## src/rtl/hazard_ctrl_pkg.sv

```systemverilog
// rtl/hazard_ctrl_pkg.sv - shared pipeline constants for hazard control
package hazard_ctrl_pkg;

    typedef enum logic {
        RUN     = 1'b0,
        MD_BUSY = 1'b1
    } md_state_t;

    localparam logic [4:0] REG_ZERO           = 5'd0;
    localparam int         MD_LATENCY_DEFAULT = 4;

endpackage

```

## src/rtl/hazard_ctrl.sv

```systemverilog
// rtl/hazard_ctrl.sv - stall/flush control: load-use interlock, branch flush, mult/div freeze
module hazard_ctrl
    import hazard_ctrl_pkg::*;
#(
    parameter int MD_LATENCY = MD_LATENCY_DEFAULT,
    parameter int CNT_W      = 4,
    parameter int STALL_W    = 16
) (
    input  logic               clk,
    input  logic               rst,
    input  logic [4:0]         ID_regRs,
    input  logic [4:0]         ID_regRt,
    input  logic               ID_usesRt,
    input  logic [4:0]         ID_EX_regRt,
    input  logic               ID_EX_memRead,
    input  logic               branch_taken,
    input  logic               md_start,
    output logic               PC_write,
    output logic               IF_ID_write,
    output logic               IF_ID_flush,
    output logic               ID_EX_write,
    output logic               ID_EX_flush,
    output logic               EX_MEM_flush,
    output logic               md_busy,
    output logic               md_done,
    output logic [STALL_W-1:0] stall_cycles
);

    md_state_t          state_q, state_d;
    logic [CNT_W-1:0]   cnt_q, cnt_d;
    logic [STALL_W-1:0] stall_q, stall_d;
    logic               load_use;

    // $0 is hard-wired, so a load targeting it can never feed a consumer
    function automatic logic load_use_hit(
        input logic       mem_read,
        input logic [4:0] ex_rt,
        input logic [4:0] rs,
        input logic [4:0] rt,
        input logic       uses_rt
    );
        return mem_read && (ex_rt != REG_ZERO) &&
               ((ex_rt == rs) || (uses_rt && (ex_rt == rt)));
    endfunction

    assign load_use = load_use_hit(ID_EX_memRead, ID_EX_regRt, ID_regRs, ID_regRt, ID_usesRt);

    always_comb begin
        state_d      = state_q;
        cnt_d        = cnt_q;
        PC_write     = 1'b1;
        IF_ID_write  = 1'b1;
        IF_ID_flush  = 1'b0;
        ID_EX_write  = 1'b1;
        ID_EX_flush  = 1'b0;
        EX_MEM_flush = 1'b0;
        md_busy      = 1'b0;
        md_done      = 1'b0;
        case (state_q)
            RUN: begin
                if (branch_taken) begin
                    IF_ID_flush = 1'b1;
                    ID_EX_flush = 1'b1;
                end else if (load_use) begin
                    PC_write    = 1'b0;
                    IF_ID_write = 1'b0;
                    ID_EX_flush = 1'b1;
                end
                if (md_start) begin
                    state_d = MD_BUSY;
                    cnt_d   = CNT_W'(MD_LATENCY - 1);
                end
            end
            MD_BUSY: begin
                PC_write     = 1'b0;
                IF_ID_write  = 1'b0;
                ID_EX_write  = 1'b0;
                EX_MEM_flush = 1'b1;
                md_busy      = 1'b1;
                if (cnt_q == '0) begin
                    md_done = 1'b1;
                    state_d = RUN;
                end else begin
                    cnt_d = cnt_q - 1'b1;
                end
            end
            default: state_d = RUN;
        endcase
    end

    always_comb begin
        stall_d = stall_q;
        if (!PC_write && (stall_q != {STALL_W{1'b1}})) begin
            stall_d = stall_q + 1'b1;
        end
    end

    always_ff @(posedge clk or posedge rst) begin
        if (rst) begin
            state_q <= RUN;
            cnt_q   <= '0;
            stall_q <= '0;
        end else begin
            state_q <= state_d;
            cnt_q   <= cnt_d;
            stall_q <= stall_d;
        end
    end

    assign stall_cycles = stall_q;

    // The branch unit must never resolve a taken branch while EX is frozen
    always @(posedge clk) begin
        if (!rst && state_q == MD_BUSY) begin
            assert (!branch_taken);
        end
    end

endmodule

```

## config.mk

```make
export PLATFORM = sky130hd
export DESIGN_NAME = hazard_ctrl
export DESIGN_NICKNAME = d
export VERILOG_FILES = /design/src/rtl/hazard_ctrl_pkg.sv /design/src/rtl/hazard_ctrl.sv
export SDC_FILE = /design/constraint.sdc
export NUM_CORES = 1
export LEC_CHECK = 0
export BUFFER_PORTS_ARGS = -buffer_cell sky130_fd_sc_hd__buf_4
export CAP_MARGIN = 20
export CORE_AREA = 2 2 53 55
export CTS_CLUSTER_DIAMETER = 30
export DETAILED_ROUTE_END_ITERATION = 16
export DIE_AREA = 0 0 55 57
export GPL_ROUTABILITY_DRIVEN = 0
export PLACE_DENSITY_LB_ADDON = 0.08
export SETUP_SLACK_MARGIN = 0.2
export SKIP_LAST_GASP = 1
export SLEW_MARGIN = 20
export SYNTH_ARGS = -nofsm -noshare
export SYNTH_HDL_FRONTEND = slang
export SYNTH_SLANG_ARGS = --single-unit
```

## constraint.sdc

```tcl
create_clock -name clk -period 2.7 [get_ports clk]
set_clock_uncertainty 0.15 [all_clocks]
set_input_delay 0.54 -clock clk [delete_from_list [all_inputs] [get_ports clk]]
set_output_delay 0.54 -clock clk [all_outputs]
set_load 0.02 [all_outputs]
```

Word-level counts from Yosys, hierarchy flattened
Cells that the tools add are included.
{"block": "word_totals", "inputBits": 21, "word_cells": 38, "regBits": 21, "output_inout_bits": 24}
{"block": "op_classes", "mux": 18, "reduce_logical": 9, "n_bitwise": 1, "addsub": 2, "eq_ne": 5}
{"cell": "16-bit by 1-bit adder with 16-bit output, second input constant", "n": 1}
{"cell": "16-bit != test, second input constant", "n": 1}
{"cell": "1-bit two-way mux", "n": 13}
{"cell": "5-bit equality test", "n": 2}
{"cell": "4-bit two-way mux", "n": 2}
{"cell": "4-bit one-hot mux with 2 select lines", "n": 1}
{"cell": "5-bit nonzero test", "n": 1}
{"cell": "1-bit logical AND", "n": 4}
{"cell": "4-bit logical NOT", "n": 1}
{"cell": "2-bit != test, second input constant", "n": 2}
{"cell": "1-bit one-hot mux with 2 select lines", "n": 2}
{"cell": "4-bit by 1-bit subtractor with 4-bit output, second input constant", "n": 1}
{"cell": "2-bit AND reduction", "n": 1}
{"cell": "1-bit logical NOT", "n": 1}
{"cell": "1-bit logical OR", "n": 1}
{"cell": "1-bit inverter", "n": 1}

Longest topological paths before layout
Gate-level depths: netlist of run 1.
{"block": "logic_depth", "depth_word": 9, "ltp_mapped": 7, "depth_no_buf": 7}

Worst setup path after synthesis of run 1
No wires, ideal clock.
{"block": "synth_timing", "kind": "input to output", "from": "input port ID_EX_regRt[1]", "to": "output port PC_write", "cell_stages": 6, "path_buffers": 2, "required_time_ps": 2010, "arrival_ps": 1812, "slack_ps": 198, "cell_sequence": "or4_1 -> o21ai_1 -> nor2_1 -> a21oi_4 -> buf_6 -> buf_4"}
{"block": "synth_via", "elab_chain_len": 7, "elab_cells_between_ends": 10, "cone_classes": "eq/ne: 2; mux: 3; reduce/logical: 5"}
{"item": "from (decl)", "line_no": "hazard_ctrl.sv:14", "source": "input logic [4:0] ID_EX_regRt,"}
{"item": "5-bit equality test", "line_no": "hazard_ctrl.sv:43", "source": "((ex_rt == rs) || (uses_rt && (ex_rt == rt)));"}
{"item": "1-bit logical AND", "line_no": "hazard_ctrl.sv:43"}
{"item": "1-bit logical OR", "line_no": "hazard_ctrl.sv:43"}
{"item": "1-bit logical AND (*)", "line_no": "hazard_ctrl.sv:42", "source": "return mem_read && (ex_rt != REG_ZERO) &&"}
{"item": "1-bit two-way mux (*) (2 in a row)"}
{"item": "1-bit one-hot mux with 2 select lines (*)"}
{"item": "to (decl)", "line_no": "hazard_ctrl.sv:18", "source": "output logic PC_write,"}
Mark *: on every way between the ends. The rest lies on a longest branch, timed or not.

Final worst setup path of run 1
{"block": "layout_timing", "from": "input port ID_EX_regRt[4]", "to": "output port ID_EX_flush"}
{"block": "layout_via", "elab_chain_len": 7, "elab_cells_between_ends": 10, "cone_classes": "eq/ne: 2; mux: 3; reduce/logical: 5"}
{"item": "5-bit equality test", "line_no": "hazard_ctrl.sv:43"}
{"item": "1-bit logical AND", "line_no": "hazard_ctrl.sv:43"}
{"item": "1-bit logical OR", "line_no": "hazard_ctrl.sv:43"}
{"item": "1-bit logical AND (*)", "line_no": "hazard_ctrl.sv:42"}
{"item": "1-bit two-way mux (*)", "line_no": "hazard_ctrl.sv:64", "source": "end else if (load_use) begin"}
{"item": "1-bit two-way mux (*)", "line_no": "hazard_ctrl.sv:61", "source": "if (branch_taken) begin"}
{"item": "1-bit two-way mux (*)", "line_no": "hazard_ctrl.sv:59", "source": "case (state_q)"}
{"item": "to (decl)", "line_no": "hazard_ctrl.sv:22", "source": "output logic ID_EX_flush,"}
Marked as above.

==> impl_metrics.ini, run 1 <==
[timing]
worstMarginPinSlew_ns = 0.800
period_share_pct = 90.9
finalCriticalPeriod_ns = 2.45
finalMaxSlewViolations = 0
relSlewSlack_pct = 46.6
rsz0062_at_grt = yes
fin_setup_tns_ns = 0
finalHoldViolCount = 0
timing.fmax_mhz = 407
setup_viol = 0

[grt]
grt_max_degree = 22
globalRouteMet1Util_pct = 24.6
first_global_vias = 983
overflow = 0
grt_usage_pct = 18.6
grt_use_met3_pct = 2.36
globalRoute.busiestLayer = met2
grt_pass1_wl_um = 4310
antenna_found_initial = 0
global_route.usage.met2_pct = 31.1

[routing]
final_antenna_net_count = 0
post-route-drc-count = 0
post_drt_wl_per_cell_um = 12.8
routed_wl_um = 2590
drt-vias-per-instance = 5.26
first_iter_violations = 22
dr.pass1.iters = 4
vias = 1063

[final_layout]
drive_gt1_share_pct = 33.3
num_antenna_cells = 0
n_fill_cell = 229
regArea_um2 = 526
final_nets = 195
fin_cells = 202
multi_input_area_um2 = 638
syn2layout_area_growth_pct = 34.4

[floorplanning]
die_y_um = 57
core.rowCount = 19
initial_core_util_pct = 45.8
die-area_um2 = 3140
fp.dieW_um = 55
core_um2 = 2620
io_pins = 45

[setup_path]
cp-end-kind = output port
crit_path_start = ID_EX_regRt[4]
arrival_ns = 1.76
critPathMaxFanout = 2
critPathKind = primary input to output port
crit_slowest_cell = or4_4
r2r-start = stall_cycles[0]
path_cells = buf_8 -> or4_4 -> o21ai_2 -> and2b_1 -> nor2_1 -> nor2_1 -> buf_4
crit_top_cell = nor2_1
start_kind = primary input
required_ns = 2.01
max_stage_delay_ns = 0.52

[yosys]
postSynthAreaPerCell_um2 = 9.66
syn_nets = 147
synth_adder_area_share_pct = 2.09
synth_xor_area_share_pct = 19.0
synth-compound-area-share_pct = 4.81
synth-seq-cells = 21
synth_top_family_by_area = simple AND/OR/NAND/NOR gates
synth_cells = 124
synthMuxAreaShare_pct = 1.25
synth_cell_types = 30
syn_area_um2 = 1200
ys_seq_area_share_pct = 43.9
yosys.area_share.simple_pct = 25.1
ys_warn_count = 0

[clocking]
root_buffer = clkbuf_4
h-tree-depth = 1
clk_pin_slew_ns = 0.12
clock_latency_ns = 0.31
cts_buffer_depth = 2
cts_tree = yes
cts-buffers-inserted = 3
cts_sinks = 21

[pwr]
powerDensity_nw_per_um2 = 848
p_leak_nw = 0.833
vdd_ir_drop_max_v = 0.000742

[placement]
io_buffers = 44
dpl.hpwl_um = 1950
placed_cells_incl_taps = 197

[status]
status = finished, final reports clean

[min_path]
hold_path_class = primary input to async pin

[job]
cap_violations = 0
==> cell usage in the layout, fill, tap and decap left out <==
cell      instances
buf_4            45
dfrtp_1          21
xor2_1           14
nor2_1           13
xnor2_1          12
nand2_1          10
nand3_1           6
and3_1            5
nor3_1            5
nand4_1           4
nor4_1            4
inv_1             4
clkbuf_4          3
o22ai_1           2
and2_1            2
nor3b_1           2
a21oi_1           2
ha_1              2
or4_4             1
o21ai_2           1
a21oi_4           1
a311oi_1          1
nand2b_1          1
nor3b_2           1
o21ai_0           1
nand4b_1          1
and2b_1           1
nor2b_1           1
nor2_2            1
mux2_4            1
clkinv_2          1
buf_6             1
buf_8             1
==> cell usage after synthesis, drive strengths merged <==
cell / instances / share of area [%]
nor3b: 3 / 1.9
and2: 2 / 1.0
ha: 2 / 2.1
or4: 1 / 0.63
nand4: 4 / 2.1
xor2: 14 / 10
nand2: 10 / 3.1
nand4b: 1 / 0.73
nand3: 6 / 2.5
nand2b: 1 / 0.52
a311oi: 1 / 0.73
nor4: 4 / 2.1
xnor2: 12 / 8.8
o22ai: 2 / 1.0
o21ai: 2 / 0.84
mux2: 1 / 1.3
nor2b: 1 / 0.52
nor3: 5 / 2.1
dfrtp: 21 / 44
buf: 4 / 2.6
inv: 4 / 1.3
a21oi: 3 / 2.2
and2b: 1 / 0.63
and3: 5 / 2.6
nor2: 14 / 4.6
==> layout make-up <==
class                   count  area share [%]
inverters                   4           0.933
clock buffers               3            1.40
well taps                  31            2.41
repair buffers             47            22.6
clock inverters             1           0.311
multi-input cells          95            39.7
flip-flops and latches     21            32.7
==> state kept, by name, indices dropped and copies added (netlist names) <==
name	flops
cnt_q	4
state_q	1
stall_cycles	16
==> worst max-delay path, delay by kind of cell <==
kind,cells,cell delay [ns]
simple gates,4,0.82
buf+inv,2,0.25
compound gates,1,0.13
==> where the power goes <==
part	total, mW	internal, mW	leakage (nW)	switching, mW
combinational	0.682	0.322	0.547	0.360
sequential	0.530	0.411	0.268	0.119
clock	0.153	0.0554	0.0177	0.0973
==> kinds of logic after synthesis <==
kind of cell | after synthesis
and+or+nand+nor | 58
xor gates and xnor gates | 26
DFF | 21
AOI/OAI and AO/OA | 8
buffers and inverters | 8
adders and majority gates | 2
muxes | 1
==> path summary, 6_finish.rpt <==
kind	slack, ns	to	depth (start not counted)
setup / recovery	0.25	ID_EX_flush	7
hold / removal	0.23	state_q	2
setup reg to reg	0.57	stall_cycles[11]	5
hold reg to reg	0.35	stall_cycles[5]	1
max in group asynchronous	1.68	stall_cycles[8]	2
min in group clk	0.27	cnt_q[3]	2
==> stage by stage <==
step	hold slack (ns)	utilization (%)	worst slack [ns]	cell area [um^2]	power (mW)
after detailed placement	0.329	59.3	0.172	1550	1.21
after global routing	0.262	61.5	0.168	1610	1.47
final	0.226	61.5	0.245	1610	1.36
after floorplan	0.312	-	0.222	1200	0.960
after global placement	0.323	59.3	0.195	1550	1.19
after CTS	0.249	61.1	0.179	1600	1.37
==> what timing repair did <==
item / in CTS / in global routing
pin swaps: 3 / 2
endpoints found under the hold margin: 0 / 0
hold buffers: 0 / 0
gates resized for setup: 3 / 3
buffers inserted: 1 / 0
endpoints found under the setup margin: 1 / 4
gates cloned: 0 / 0
==> routing by layer <==
layer | vias up | part of all wire (%)
li1 | 517 | -
met4 | 0 | 1.5
met5 | - | 0
met2 | 31 | 50
met1 | 510 | 43
met3 | 5 | 5.5
No activity file was read; power rests on OpenSTA's default activity.
==> run 2: changes to the inputs <==
--- a/config.mk
+++ b/config.mk
@@ -7,10 +7,10 @@
 export LEC_CHECK = 0
 export BUFFER_PORTS_ARGS = -buffer_cell sky130_fd_sc_hd__buf_4
 export CAP_MARGIN = 20
-export CORE_AREA = 2 2 53 55
+export CORE_AREA = 2 2 66 68
 export CTS_CLUSTER_DIAMETER = 30
 export DETAILED_ROUTE_END_ITERATION = 16
-export DIE_AREA = 0 0 55 57
+export DIE_AREA = 0 0 68 70
 export GPL_ROUTABILITY_DRIVEN = 0
 export PLACE_DENSITY_LB_ADDON = 0.08
 export SETUP_SLACK_MARGIN = 0.2
==> run 2 against run 1 <==
Effect of this change:
- non-clock buffer count did not move
- final cell count is 10% higher
- clock power up 35%
- setup slack better by 0.011 ns
- wire length up 5.9%
- critical endpoint unchanged
==> impl_metrics.ini, run 2 (synthesis results as in run 1) <==
[floorplanning]
fp.dieW_um = 68
io_pins = 45
initial_core_util_pct = 28.9
core_um2 = 4140
die-area_um2 = 4760
die_y_um = 70
core.rowCount = 24

[routing]
routed-wl-met3_um = 103
first_iter_violations = 26
routed_wl_um = 2750
vias = 1050
top_layer = met4
m1WireLength_um = 1180
post-route-drc-count = 0
dr.pass1.iters = 4
post_drt_wl_per_cell_um = 12.3
route.met2.wl_um = 1450
drt-vias-per-instance = 4.71
final_antenna_net_count = 0

[clocking]
cts_sinks = 21
h-tree-depth = 1
clock_latency_ns = 0.26
cts_buffer_depth = 2
cts-buffers-inserted = 3
clk_pin_slew_ns = 0.08
cts_tree = yes
postCtsHoldBufs = 0
root_buffer = clkbuf_8

[pwr]
p_leak_nw = 0.839
powerDensity_nw_per_um2 = 854
vdd_ir_drop_max_v = 0.000335
power_mw = 1.41

[timing]
finalCriticalPeriod_ns = 2.44
relSlewSlack_pct = 47.7
finalMaxSlewViolations = 0
hold_ws_ns = 0.276
rsz0062_at_grt = yes
period_share_pct = 90.5
setup_viol = 0
worstMarginPinSlew_ns = 0.784
timing.fmax_mhz = 409
fin_setup_tns_ns = 0
finalHoldViolCount = 0

[final_layout]
num_antenna_cells = 0
stdcell_area_um2 = 1660
mostFrequentLayoutCell = buf_4
drive_gt1_share_pct = 33.3
largest_register_ff_count = 16
final_nets = 195
syn2layout_area_growth_pct = 38.2
final_cell_mix = buf_4, dfrtp_1, xor2_1
utilization_pct = 39.9

[setup_path]
r2r_setup_slack_ns = 0.59
critPathMaxFanout = 2
arrival_ns = 1.75
cp-end-kind = output port
rr_worst_depth = 5
start_kind = primary input
required_ns = 2.01
r2r-end = stall_cycles[11]
r2r-start = stall_cycles[0]
critPathKind = primary input to output port

[placement]
post_dp_cell_area_um2 = 1580
dpl.hpwl_um = 2140
io_buffers = 44

[grt]
grt_max_degree = 22
grt_usage_pct = 12.1
grt_pass1_wl_um = 4530
overflow = 0
antenna_found_initial = 0
first_global_vias = 1022

[job]
cap_violations = 0

[min_path]
hold_path_class = primary input to async pin

[status]
status = finished, final reports clean
-- run 2: layout make-up --
| type | count | area, um^2 |
|---|---|---|
| multi-input combinational | 95 | 639 |
| tap | 52 | 65.1 |
| clock inverter | 1 | 5.00 |
| timing repair buffer | 47 | 364 |
| sequential | 21 | 526 |
| fill | 437 | 2490 |
| clock buffer | 3 | 41.3 |
| inverter | 4 | 15.0 |
-- run 2: worst max path at each step --
stage               cells past startpoint      startpoint           to  slack, ns
floorplan                               6  ID_EX_regRt[1]     PC_write       0.22
global placement                        7  ID_EX_regRt[1]  ID_EX_flush       0.18
detailed placement                      7  ID_EX_regRt[1]  ID_EX_flush       0.19
CTS                                     7  ID_EX_regRt[4]  ID_EX_flush       0.19
global route                            7  ID_EX_regRt[4]  ID_EX_flush       0.18
finish                                  7  ID_EX_regRt[4]  ID_EX_flush       0.26
-- run 2: where the power goes --
group          switching [mW]  internal (mW)  total (mW)
combinational           0.358          0.319       0.677
clock                   0.103          0.103       0.206
sequential              0.119          0.411       0.531
-- run 2: layer usage --
layer | vias to the layer above | global-route usage [%]
li1 | 513 | -
met4 | 0 | 3.33
met5 | - | 0
met1 | 517 | 15.1
met2 | 18 | 20.8
met3 | 2 | 2.25
-- run 2: worst max-delay path, cell delays in order --
cell	delay, ns
buf_8	0.09
or4_4	0.52
o21ai_2	0.13
and2b_1	0.18
nor2_1	0.08
nor2_1	0.04
buf_4	0.16
-- run 2: timing repair --
action | in CTS | in global routing
setup endpoints to repair | 3 | 3
setup buffers | 1 | 0
hold endpoints to repair | 0 | 0
resized for setup | 3 | 3
pin swaps | 3 | 2
-- run 2: metrics by stage --
stage / instances / setup WS [ns]
after CTS: 223 / 0.191
after global routing: 223 / 0.181
after floorplan: 124 / 0.222
final: 223 / 0.256
after global placement: 218 / 0.185
after detailed placement: 218 / 0.186
==> run 3: changes to the inputs <==
--- a/config.mk
+++ b/config.mk
@@ -5,13 +5,15 @@
 export SDC_FILE = /design/constraint.sdc
 export NUM_CORES = 1
 export LEC_CHECK = 0
+export ABC_AREA = 1
 export BUFFER_PORTS_ARGS = -buffer_cell sky130_fd_sc_hd__buf_4
 export CAP_MARGIN = 20
-export CORE_AREA = 2 2 66 68
+export CORE_AREA = 2 2 73 75
 export CTS_CLUSTER_DIAMETER = 30
 export DETAILED_ROUTE_END_ITERATION = 16
-export DIE_AREA = 0 0 68 70
+export DIE_AREA = 0 0 75 77
 export GPL_ROUTABILITY_DRIVEN = 0
+export HOLD_SLACK_MARGIN = 0.1
 export PLACE_DENSITY_LB_ADDON = 0.08
 export SETUP_SLACK_MARGIN = 0.2
 export SKIP_LAST_GASP = 1
==> run 3 against run 2 <==
Effect of this change:
- synthesized cell count rose by 86%
- setup slack better by 0.25 ns
- non-clock buffer count shrank 1
- sequential share of layout area fell by 4.6 points
- maximum frequency grew 11%
- global-route usage rose by 0.88 points
- count of clock-buffer cells in the layout is 1 higher
- clock power barely moved
- largest power group unchanged
- wire length up 28%
- final area up 17%
==> impl_metrics.ini, run 3 <==
[timing]
fin_setup_tns_ns = 0
relSlewSlack_pct = 45.4
rsz0062_at_grt = no
finalHoldViolCount = 0
worstMarginPinSlew_ns = 0.818
finalCriticalPeriod_ns = 2.19
setup_viol = 0
finalMaxSlewViolations = 0
period_share_pct = 81.3
timing.fmax_mhz = 456

[clocking]
root_buffer = clkbuf_8
clk_pin_slew_ns = 0.08
postCtsHoldBufs = 0
clock_latency_ns = 0.26
h-tree-depth = 1
post_cts_buffers = 0
cts_buffer_depth = 2
cts_tree = yes
cts_resized = 0
cts-buffers-inserted = 3
cts_sinks = 21

[setup_path]
r2r_setup_slack_ns = 0.51
path_cells = buf_4 -> inv_2 -> nand4_1 -> o21ai_0 -> inv_1 -> nand3_1 -> nand2_1 -> inv_1 -> buf_4
start_kind = primary input
cp_num_buf_inv = 5
max_stage_delay_ns = 0.17
arrival_ns = 1.50
critPathKind = primary input to output port
cp_top_family = buffers and inverters
cp-end-kind = output port
required_ns = 2.01
critPathMaxFanout = 4
crit_slowest_cell = o21ai_0

[floorplanning]
core_um2 = 4980
core.rowCount = 26
fp.dieW_um = 75
initial_core_util_pct = 30.1
die-area_um2 = 5780
die_y_um = 77
io_pins = 45

[yosys]
synthMuxAreaShare_pct = 0
synthTopCellsByCount = nand2_1, inv_1, nand3_1, nor2_1, dfrtp_1
synth-compound-area-share_pct = 1.84
synth_cell_types = 23
yosys-top-cells-area = dfrtp_1, nand2_1, inv_1, nand3_1, nor2_1
synth_top_family_by_area = simple AND/OR/NAND/NOR gates
synth_top_area_cell = dfrtp_1
ys_seq_area_share_pct = 35.1
synth_xor_area_share_pct = 5.85
postSynthAreaPerCell_um2 = 6.48
synth_edf_count = 0
syn_nets = 254
synthFlopType = dfrtp_1
synth_cells = 231
yosysTopAreaCellShare_pct = 35.1
synth-seq-cells = 21
synth_adder_area_share_pct = 1.67
yosys.area_share.simple_pct = 42.5
post-synth-top-count-cell = nand2_1
syn_area_um2 = 1500
synth-async-reset-ratio_pct = 100
ys_warn_count = 0

[routing]
final_antenna_net_count = 0
dr.pass1.iters = 4
drt-vias-per-instance = 4.19
routed_wl_um = 3520
vias = 1445
post-route-drc-count = 0
first_iter_violations = 74
post_drt_wl_per_cell_um = 10.2

[status]
status = finished, final reports clean

[placement]
dpl.hpwl_um = 2780
io_buffers = 44

[final_layout]
largest_register_ff_count = 16
final_cell_mix = nand2_1, buf_4, inv_1
final_nets = 299
syn2layout_area_growth_pct = 29.2
drive_gt1_share_pct = 21.8
mostFrequentLayoutCell = nand2_1
num_antenna_cells = 0

[pwr]
powerDensity_nw_per_um2 = 686
p_leak_nw = 1.11
vdd_ir_drop_max_v = 0.000314
power_mw = 1.33

[grt]
grt_pass1_wl_um = 6020
first_global_vias = 1374
antenna_found_initial = 0
overflow = 0
grt_max_degree = 22
grt_usage_pct = 13.0

[job]
cap_violations = 0

[min_path]
hold_path_class = primary input to async pin
run 3: cell count changes in the layout (fill, tap and decap cells not counted), sizes merged, moves of 2 or more:
cell / previous run / this run
and2: 2 / 0
nand2: 10 / 83
xnor2: 12 / 2
nor3b: 3 / 0
nand4: 4 / 6
o22ai: 2 / 0
nor4: 4 / 0
inv: 4 / 40
nor2: 14 / 26
and3: 5 / 0
xor2: 14 / 8
nand3: 6 / 26
run 3: final cells by class:
class | instances | area, um^2
clock buffers | 4 | 45.0
flip-flops and latches | 21 | 526
fillers | 536 | 3040
repair buffers | 46 | 345
multi-input cells | 163 | 777
inverters | 41 | 154
well taps | 70 | 87.6
run 3: worst paths after layout:
path	startpoint	cells after the start	to
max reg2reg	stall_cycles[0]	9	stall_cycles[7]
min in group clk	stall_cycles[15]	2	stall_cycles[15]
min	rst	2	stall_cycles[8]
max in group asynchronous	rst	2	stall_cycles[4]
min reg2reg	stall_cycles[15]	2	stall_cycles[15]
max	ID_EX_regRt[2]	9	PC_write
run 3: cell families (layout without fill, tap and decap cells):
kind of cell / Yosys count / in the layout
xor gates and xnor gates: 10 / 10
AOI/OAI and AO/OA: 5 / 5
adders and majority gates: 2 / 2
DFF: 21 / 21
and+or+nand+nor: 146 / 146
buffers and inverters: 47 / 91
run 3: metrics by stage:
| step | area (um^2) | hold WS [ns] | utilization, % | std cells | setup slack (ns) |
|---|---|---|---|---|---|
| final | 1930 | 0.289 | 38.9 | 345 | 0.505 |
| after global routing | 1930 | 0.383 | 38.9 | 345 | 0.326 |
| after CTS | 1930 | 0.345 | 38.9 | 345 | 0.461 |
| after detailed placement | 1890 | 0.338 | 38.0 | 341 | 0.464 |
| after global placement | 1890 | 0.339 | 38.0 | 341 | 0.499 |
| after floorplan | 1500 | 0.350 | - | 231 | 0.476 |
run 3: power breakdown:
part | switching (mW) | leakage (nW) | internal [mW]
registers | 0.0814 | 0.274 | 0.391
clock network | 0.102 | 0.0228 | 0.105
logic | 0.389 | 0.811 | 0.258
run 3: layer usage:
layer,track usage (%),wire [um]
met2,21.1,1620
met4,3.75,45
met5,0,0
met1,17.6,1690
met3,1.84,159
run 3: worst reg2reg max path: stages (launching register included):
cell     delay (ns)
dfrtp_1        0.44
ha_1           0.21
inv_1          0.07
nor2_4         0.14
nand3_2        0.14
nor2_4         0.13
nand3_2        0.24
nand2_1        0.44
nand2_1        0.09
nand2_1        0.08
